File: src/rtl/pbs_battle_core_if.sv
// rtl/pbs_battle_core_if.sv - control and status bundle between the battle FSM and the battle datapath
interface pbs_battle_core_if;
  logic       target;
  logic [1:0] p_move;
  logic       actr;
  logic       calc_dmg;
  logic       app_dmg;
  logic [3:0] p_hp;
  logic [3:0] AI_hp;
  logic [3:0] new_hp;
  logic [1:0] last_move;
  logic       last_hit;
  logic [5:0] rnd;

  modport master (
    output target, p_move, actr, calc_dmg, app_dmg,
    input  p_hp, AI_hp, new_hp, last_move, last_hit, rnd
  );

  modport slave (
    input  target, p_move, actr, calc_dmg, app_dmg,
    output p_hp, AI_hp, new_hp, last_move, last_hit, rnd
  );
endinterface

File: src/rtl/pbs_battle_core.sv
// rtl/pbs_battle_core.sv - battle datapath: hit points, move select, LFSR, hit roll and saturating damage
module pbs_battle_core #(
  parameter logic [15:0] SEED = 16'hACE1
) (
  input logic              clk,
  input logic              rst,
  pbs_battle_core_if.slave bus
);

  // An all-zero LFSR would lock up, so a zero seed is promoted to 1.
  localparam logic [15:0] SEED_NZ = (SEED == 16'h0000) ? 16'h0001 : SEED;

  logic [15:0] lfsr;
  logic        lfsr_fb;
  logic [1:0]  rng_ai;
  logic [3:0]  rng_acc;
  logic [1:0]  mv;
  logic [3:0]  mv_dmg;
  logic [3:0]  mv_acc;
  logic [3:0]  curr_hp;
  logic [3:0]  dmg;
  logic [3:0]  p_hp;
  logic [3:0]  ai_hp;
  logic [3:0]  new_hp;
  logic [1:0]  last_move;
  logic        last_hit;

  assign lfsr_fb = lfsr[15] ^ lfsr[13] ^ lfsr[12] ^ lfsr[10];
  assign rng_ai  = lfsr[1:0];
  assign rng_acc = lfsr[5:2];
  assign mv      = bus.actr ? rng_ai : bus.p_move;

  // Move table: damage and accuracy per move index.
  always_comb begin
    mv_dmg = 4'd2;
    mv_acc = 4'd15;
    case (mv)
      2'd0: begin mv_dmg = 4'd2; mv_acc = 4'd15; end
      2'd1: begin mv_dmg = 4'd4; mv_acc = 4'd12; end
      2'd2: begin mv_dmg = 4'd6; mv_acc = 4'd8;  end
      2'd3: begin mv_dmg = 4'd9; mv_acc = 4'd4;  end
      default: begin mv_dmg = 4'd2; mv_acc = 4'd15; end
    endcase
  end

  // Free-running Fibonacci LFSR, advancing every cycle out of reset.
  always_ff @(posedge clk) begin
    if (!rst) lfsr <= SEED_NZ;
    else      lfsr <= {lfsr[14:0], lfsr_fb};
  end

  // Stage 1: latch move, damage, defender HP and hit roll on calc_dmg.
  always_ff @(posedge clk) begin
    if (!rst) begin
      last_move <= 2'd0;
      dmg       <= 4'd0;
      curr_hp   <= 4'd0;
      last_hit  <= 1'b0;
    end else if (bus.calc_dmg) begin
      last_move <= mv;
      dmg       <= mv_dmg;
      curr_hp   <= bus.target ? ai_hp : p_hp;
      last_hit  <= (mv_acc >= rng_acc);
    end
  end

  // Stage 2: saturating subtract, recomputed every cycle from the stage-1 latches.
  always_ff @(posedge clk) begin
    if (!rst)          new_hp <= 4'd0;
    else if (!last_hit) new_hp <= curr_hp;
    else if (curr_hp > dmg) new_hp <= curr_hp - dmg;
    else               new_hp <= 4'd0;
  end

  // Apply: write the pending HP into the defender selected at apply time.
  always_ff @(posedge clk) begin
    if (!rst) begin
      p_hp  <= 4'd15;
      ai_hp <= 4'd15;
    end else if (bus.app_dmg) begin
      if (bus.target) ai_hp <= new_hp;
      else            p_hp  <= new_hp;
    end
  end

  assign bus.p_hp      = p_hp;
  assign bus.AI_hp     = ai_hp;
  assign bus.new_hp    = new_hp;
  assign bus.last_move = last_move;
  assign bus.last_hit  = last_hit;
  assign bus.rnd       = lfsr[5:0];

endmodule

File: src/flat_wrapper.sv
// flat-port wrapper written by rule: the top's interface ports become plain ports
module pbs_battle_core_flat 
#(
  parameter logic [15:0] SEED = 16'hACE1
)
  (clk, rst, bus_target, bus_p_move, bus_actr, bus_calc_dmg, bus_app_dmg, bus_p_hp, bus_AI_hp, bus_new_hp, bus_last_move, bus_last_hit, bus_rnd);
  pbs_battle_core_if bus_i ();
  input logic clk;
  input logic rst;
  input wire logic [$bits(bus_i.target)-1:0] bus_target;
  input wire logic [$bits(bus_i.p_move)-1:0] bus_p_move;
  input wire logic [$bits(bus_i.actr)-1:0] bus_actr;
  input wire logic [$bits(bus_i.calc_dmg)-1:0] bus_calc_dmg;
  input wire logic [$bits(bus_i.app_dmg)-1:0] bus_app_dmg;
  output wire logic [$bits(bus_i.p_hp)-1:0] bus_p_hp;
  output wire logic [$bits(bus_i.AI_hp)-1:0] bus_AI_hp;
  output wire logic [$bits(bus_i.new_hp)-1:0] bus_new_hp;
  output wire logic [$bits(bus_i.last_move)-1:0] bus_last_move;
  output wire logic [$bits(bus_i.last_hit)-1:0] bus_last_hit;
  output wire logic [$bits(bus_i.rnd)-1:0] bus_rnd;
  assign bus_i.target = bus_target;
  assign bus_i.p_move = bus_p_move;
  assign bus_i.actr = bus_actr;
  assign bus_i.calc_dmg = bus_calc_dmg;
  assign bus_i.app_dmg = bus_app_dmg;
  assign bus_p_hp = bus_i.p_hp;
  assign bus_AI_hp = bus_i.AI_hp;
  assign bus_new_hp = bus_i.new_hp;
  assign bus_last_move = bus_i.last_move;
  assign bus_last_hit = bus_i.last_hit;
  assign bus_rnd = bus_i.rnd;
  pbs_battle_core #(.SEED(SEED)) u_core (.clk(clk), .rst(rst), .bus(bus_i));
endmodule
File: config.mk
export PLATFORM = sky130hd
export DESIGN_NAME = pbs_battle_core_flat
export DESIGN_NICKNAME = d
export VERILOG_FILES = /design/src/rtl/pbs_battle_core_if.sv /design/src/rtl/pbs_battle_core.sv /design/src/flat_wrapper.sv
export SDC_FILE = /design/constraint.sdc
export NUM_CORES = 1
export LEC_CHECK = 0
export BUFFER_PORTS_ARGS = -buffer_cell sky130_fd_sc_hd__buf_2
export CAP_MARGIN = 0
export CORE_ASPECT_RATIO = 0.75
export CORE_MARGIN = 5
export CORE_UTILIZATION = 49
export CTS_CLUSTER_SIZE = 28
export DETAILED_ROUTE_END_ITERATION = 10
export PLACE_DENSITY = 0.83
export SLEW_MARGIN = 10
export SYNTH_ARGS = -nofsm -noshare
export SYNTH_HDL_FRONTEND = slang
export SYNTH_SLANG_ARGS = --single-unit
File: constraint.sdc
create_clock -name clk -period 1.9 [get_ports clk]
set_clock_uncertainty 0.2 [all_clocks]
set_input_delay 0.095 -clock clk [delete_from_list [all_inputs] [get_ports clk]]
set_output_delay 0.095 -clock clk [all_outputs]
set_load 0.03 [all_outputs]
==> summary.txt <==
Run status
  – Status: finished, final reports clean

Synthesis
  – Synth Register Bits: 38
  – Post-synth design cell area: 1680 sq um
  – Mapped Cells: 171
  – Distinct cell type count after synthesis: 31
  – Register area share after synthesis: 0.453
  – Synth Warn #: 0
  – Mapped Nets: 191
  – Syn Area/Cell: 9.82 sq um

Min path
  – Hold-critical path depth: 2
  – Hold Crit Class: in -> reg
  – Hold Crit Start: bus_calc_dmg
  – Hold EP: u_core.bus.last_move[0]

Layout
  – Nets: 222
  – Most frequent cells in the layout: dfxtp_1, buf_2, nand2_1
  – Final core occ: 0.611
  – Area growth syn-to-layout: 19.7%
  – Post-Layout Cell Count: 242
  – Most common cell after layout, fill and taps aside: dfxtp_1
  – Design area: 2010 sq um
  – Share of layout cells above drive strength 1: 0.252
  – Ant. Diodes: 0

Clock tree
  – Skew-Pair Late Insertion Delay: 0.29 ns
  – Number of buffers created by CTS: 5
  – Htree depth: 2
  – CTS tree: built
  – Bufs on Longest Clock Path: 2
  – Clock transition at path regs: 0.07 ns
  – Clock sinks: 38
  – Root buffer cell: clkbuf_8

Timing
  – Max-slew headroom: 0.586
  – Final Max Tran Viols: 0
  – Max Clock Freq: 547 MHz
  – Period utilization: 0.963
  – Final setup viols: 0
  – Hold Vio Cnt, Final: 0
  – Min Clock Period, post-route: 1.83 ns
  – Sum Neg Setup Slack: 0 ns
  – Worst Tran Pin Value: 0.621 ns

Routing
  – DR vias: 1190
  – Vias per Instance: 4.92
  – Total Routed Length: 2960 um
  – Initial DRT Pass Iterations: 4
  – Iteration-0 DRC Markers: 73
  – Remaining routing DRC violations: 0
  – Post-route ant nets: 0
  – Wire length per cell: 12.2 um

Global route
  – Gr ovfl total: 0
  – Largest net degree at the start of global routing: 42
  – Tot GR Track Use: 0.133
  – Vias in the first global route: 1133
  – Global-route wire length before repair: 4980 um
  – Initial antenna violation count: 0

Setup path
  – Worst R2R Start: u_core.lfsr[0]
  – CP Cell Sequence: mux2i_2 -> ha_2 -> inv_1 -> ha_1 -> nand2b_4 -> a21o_1 -> a21oi_1 -> o21ai_1
  – CP Depth: 8
  – Worst Path Arrival: 1.81 ns
  – R2r endpoint: u_core.bus.last_hit
  – R2R cell count: 8
  – Crit Path Category: reg -> reg
  – CP bufs+invs: 1
  – Slowest CP cell: dfxtp_2
  – CP max FO: 3
  – R2r setup slk: 0.07 ns
  – Startpoint Class: register
  – Max incr delay on CP: 0.34 ns
  – Crit path max-delay family: adder cells
  – CP Capture Type: register
  – CP required: 1.88 ns

Die
  – Core area: 3290 sq um
  – Site row count: 18
  – Initial core utilization: 0.511
  – # IOs: 29
  – Die width: 77.6 um
  – Die height: 60.7 um
  – Die area: 4710 sq um

Power
  – Power Total: 0.00202 W
  – PwrDens: 1000 nW/um^2
  – LEAKAGE: 0.938 nW
  – Peak VDD IR: 0.628 mV

Placed design
  – Final GP Congestion: 0.770
  – I/O Buffers: 28
  – DP HPWL: 2000 um
  – Cell count after placement: 227
  – Placed Area: 1800 sq um

Flow run
  – Max cap viols: 0
-- sequential cells by signal, summed over array words and instances, names as in the netlist --
signal and cells:
u_core.bus.AI_hp 4, u_core.bus.last_hit 1, u_core.bus.last_move 2, u_core.bus.new_hp 4
u_core.bus.p_hp 4, u_core.curr_hp 4, u_core.dmg 3, u_core.lfsr 16
-- Yosys cell counts --
| library cell | n | share of area |
|---|---|---|
| a21oi_4 | 1 | 0.0097 |
| nand2b_1 | 9 | 0.034 |
| inv_1 | 13 | 0.029 |
| a21o_1 | 1 | 0.0045 |
| o211a_1 | 5 | 0.030 |
| buf_2 | 4 | 0.012 |
| buf_6 | 1 | 0.0067 |
| o21ai_1 | 2 | 0.0060 |
| nand4b_1 | 1 | 0.0052 |
| and2_1 | 8 | 0.030 |
| nand2b_2 | 1 | 0.0052 |
| nor2b_1 | 4 | 0.015 |
| and3b_1 | 1 | 0.0052 |
| buf_4 | 6 | 0.027 |
| clkbuf_1 | 2 | 0.0045 |
| xor2_1 | 2 | 0.010 |
| a21oi_1 | 3 | 0.0089 |
| xnor2_1 | 3 | 0.016 |
| a21boi_1 | 3 | 0.013 |
| o21ai_0 | 2 | 0.0060 |
| nand3_1 | 9 | 0.027 |
| dfxtp_1 | 38 | 0.45 |
| nor2_1 | 2 | 0.0045 |
| nand2_1 | 18 | 0.040 |
| mux2i_1 | 13 | 0.077 |
| a31oi_1 | 1 | 0.0037 |
| fa_1 | 1 | 0.012 |
| ha_1 | 11 | 0.082 |
| nand3b_1 | 2 | 0.0089 |
| clkbuf_2 | 1 | 0.0030 |
| nand4_1 | 3 | 0.011 |
-- metal layers --
layer / up-vias / GRT usage / share of wire
met3: 7 / 0.0519 / 0.058
met4: 0 / 0.0588 / 0.019
met2: 24 / 0.196 / 0.42
li1: 621 / - / -
met1: 538 / 0.175 / 0.50
met5: - / 0 / 0
-- worst max path at each step --
stage | startpoint | to | slack (ns)
after floorplan | u_core.lfsr[0] | u_core.bus.last_hit | 0.004
after global placement | u_core.lfsr[0] | u_core.bus.last_hit | 0.006
after detailed placement | u_core.lfsr[1] | u_core.bus.last_hit | -0.02
after CTS | u_core.lfsr[0] | u_core.bus.last_hit | 0.006
after global routing | u_core.lfsr[0] | u_core.bus.last_hit | -0.02
final | u_core.lfsr[0] | u_core.bus.last_hit | 0.07
-- through the flow --
stage / worst slack [ns] / hold slack, ns
floorplan: 0.00408 / -0.0320
global placement: 0.00610 / 0.189
detailed placement: -0.0225 / 0.194
CTS: 0.00603 / 0.0186
global route: -0.0164 / 0.0634
finish: 0.0707 / 0.0234
-- timing repair --
action | 4_1_cts | 5_1_grt
pin swaps | 0 | 3
gates resized for setup | 1 | 9
buffers inserted | 1 | 3
endpoints found under the setup margin | 1 | 5
endpoints found under the hold margin | 5 | 0
hold buffers | 4 | 0
-- report_power, final --
part	switching, W	internal (W)	leakage, nW
clock network	0.000268	0.000420	0.0573
logic	0.000235	0.000181	0.564
registers	0.0000489	0.000864	0.316
total	0.000552	0.00146	0.938
-- logic make-up after synthesis --
group / count (synthesis) / synth area share
mux: 13 / 0.0775
flops: 38 / 0.453
xor+xnor: 5 / 0.0261
compound gates: 18 / 0.0820
simple gates: 58 / 0.186
fa+ha+maj: 12 / 0.0939
buf+inv: 27 / 0.0820
-- final cells by class --
cell class / instances / area [sq um]
clock inverter: 1 / 30.0
timing repair buffer: 38 / 225
sequential: 38 / 764
tap: 40 / 50.0
fill: 275 / 1280
inverter: 13 / 48.8
clock buffer: 6 / 82.6
multi-input combinational: 106 / 810
Power figures use the tool's default switching activity.
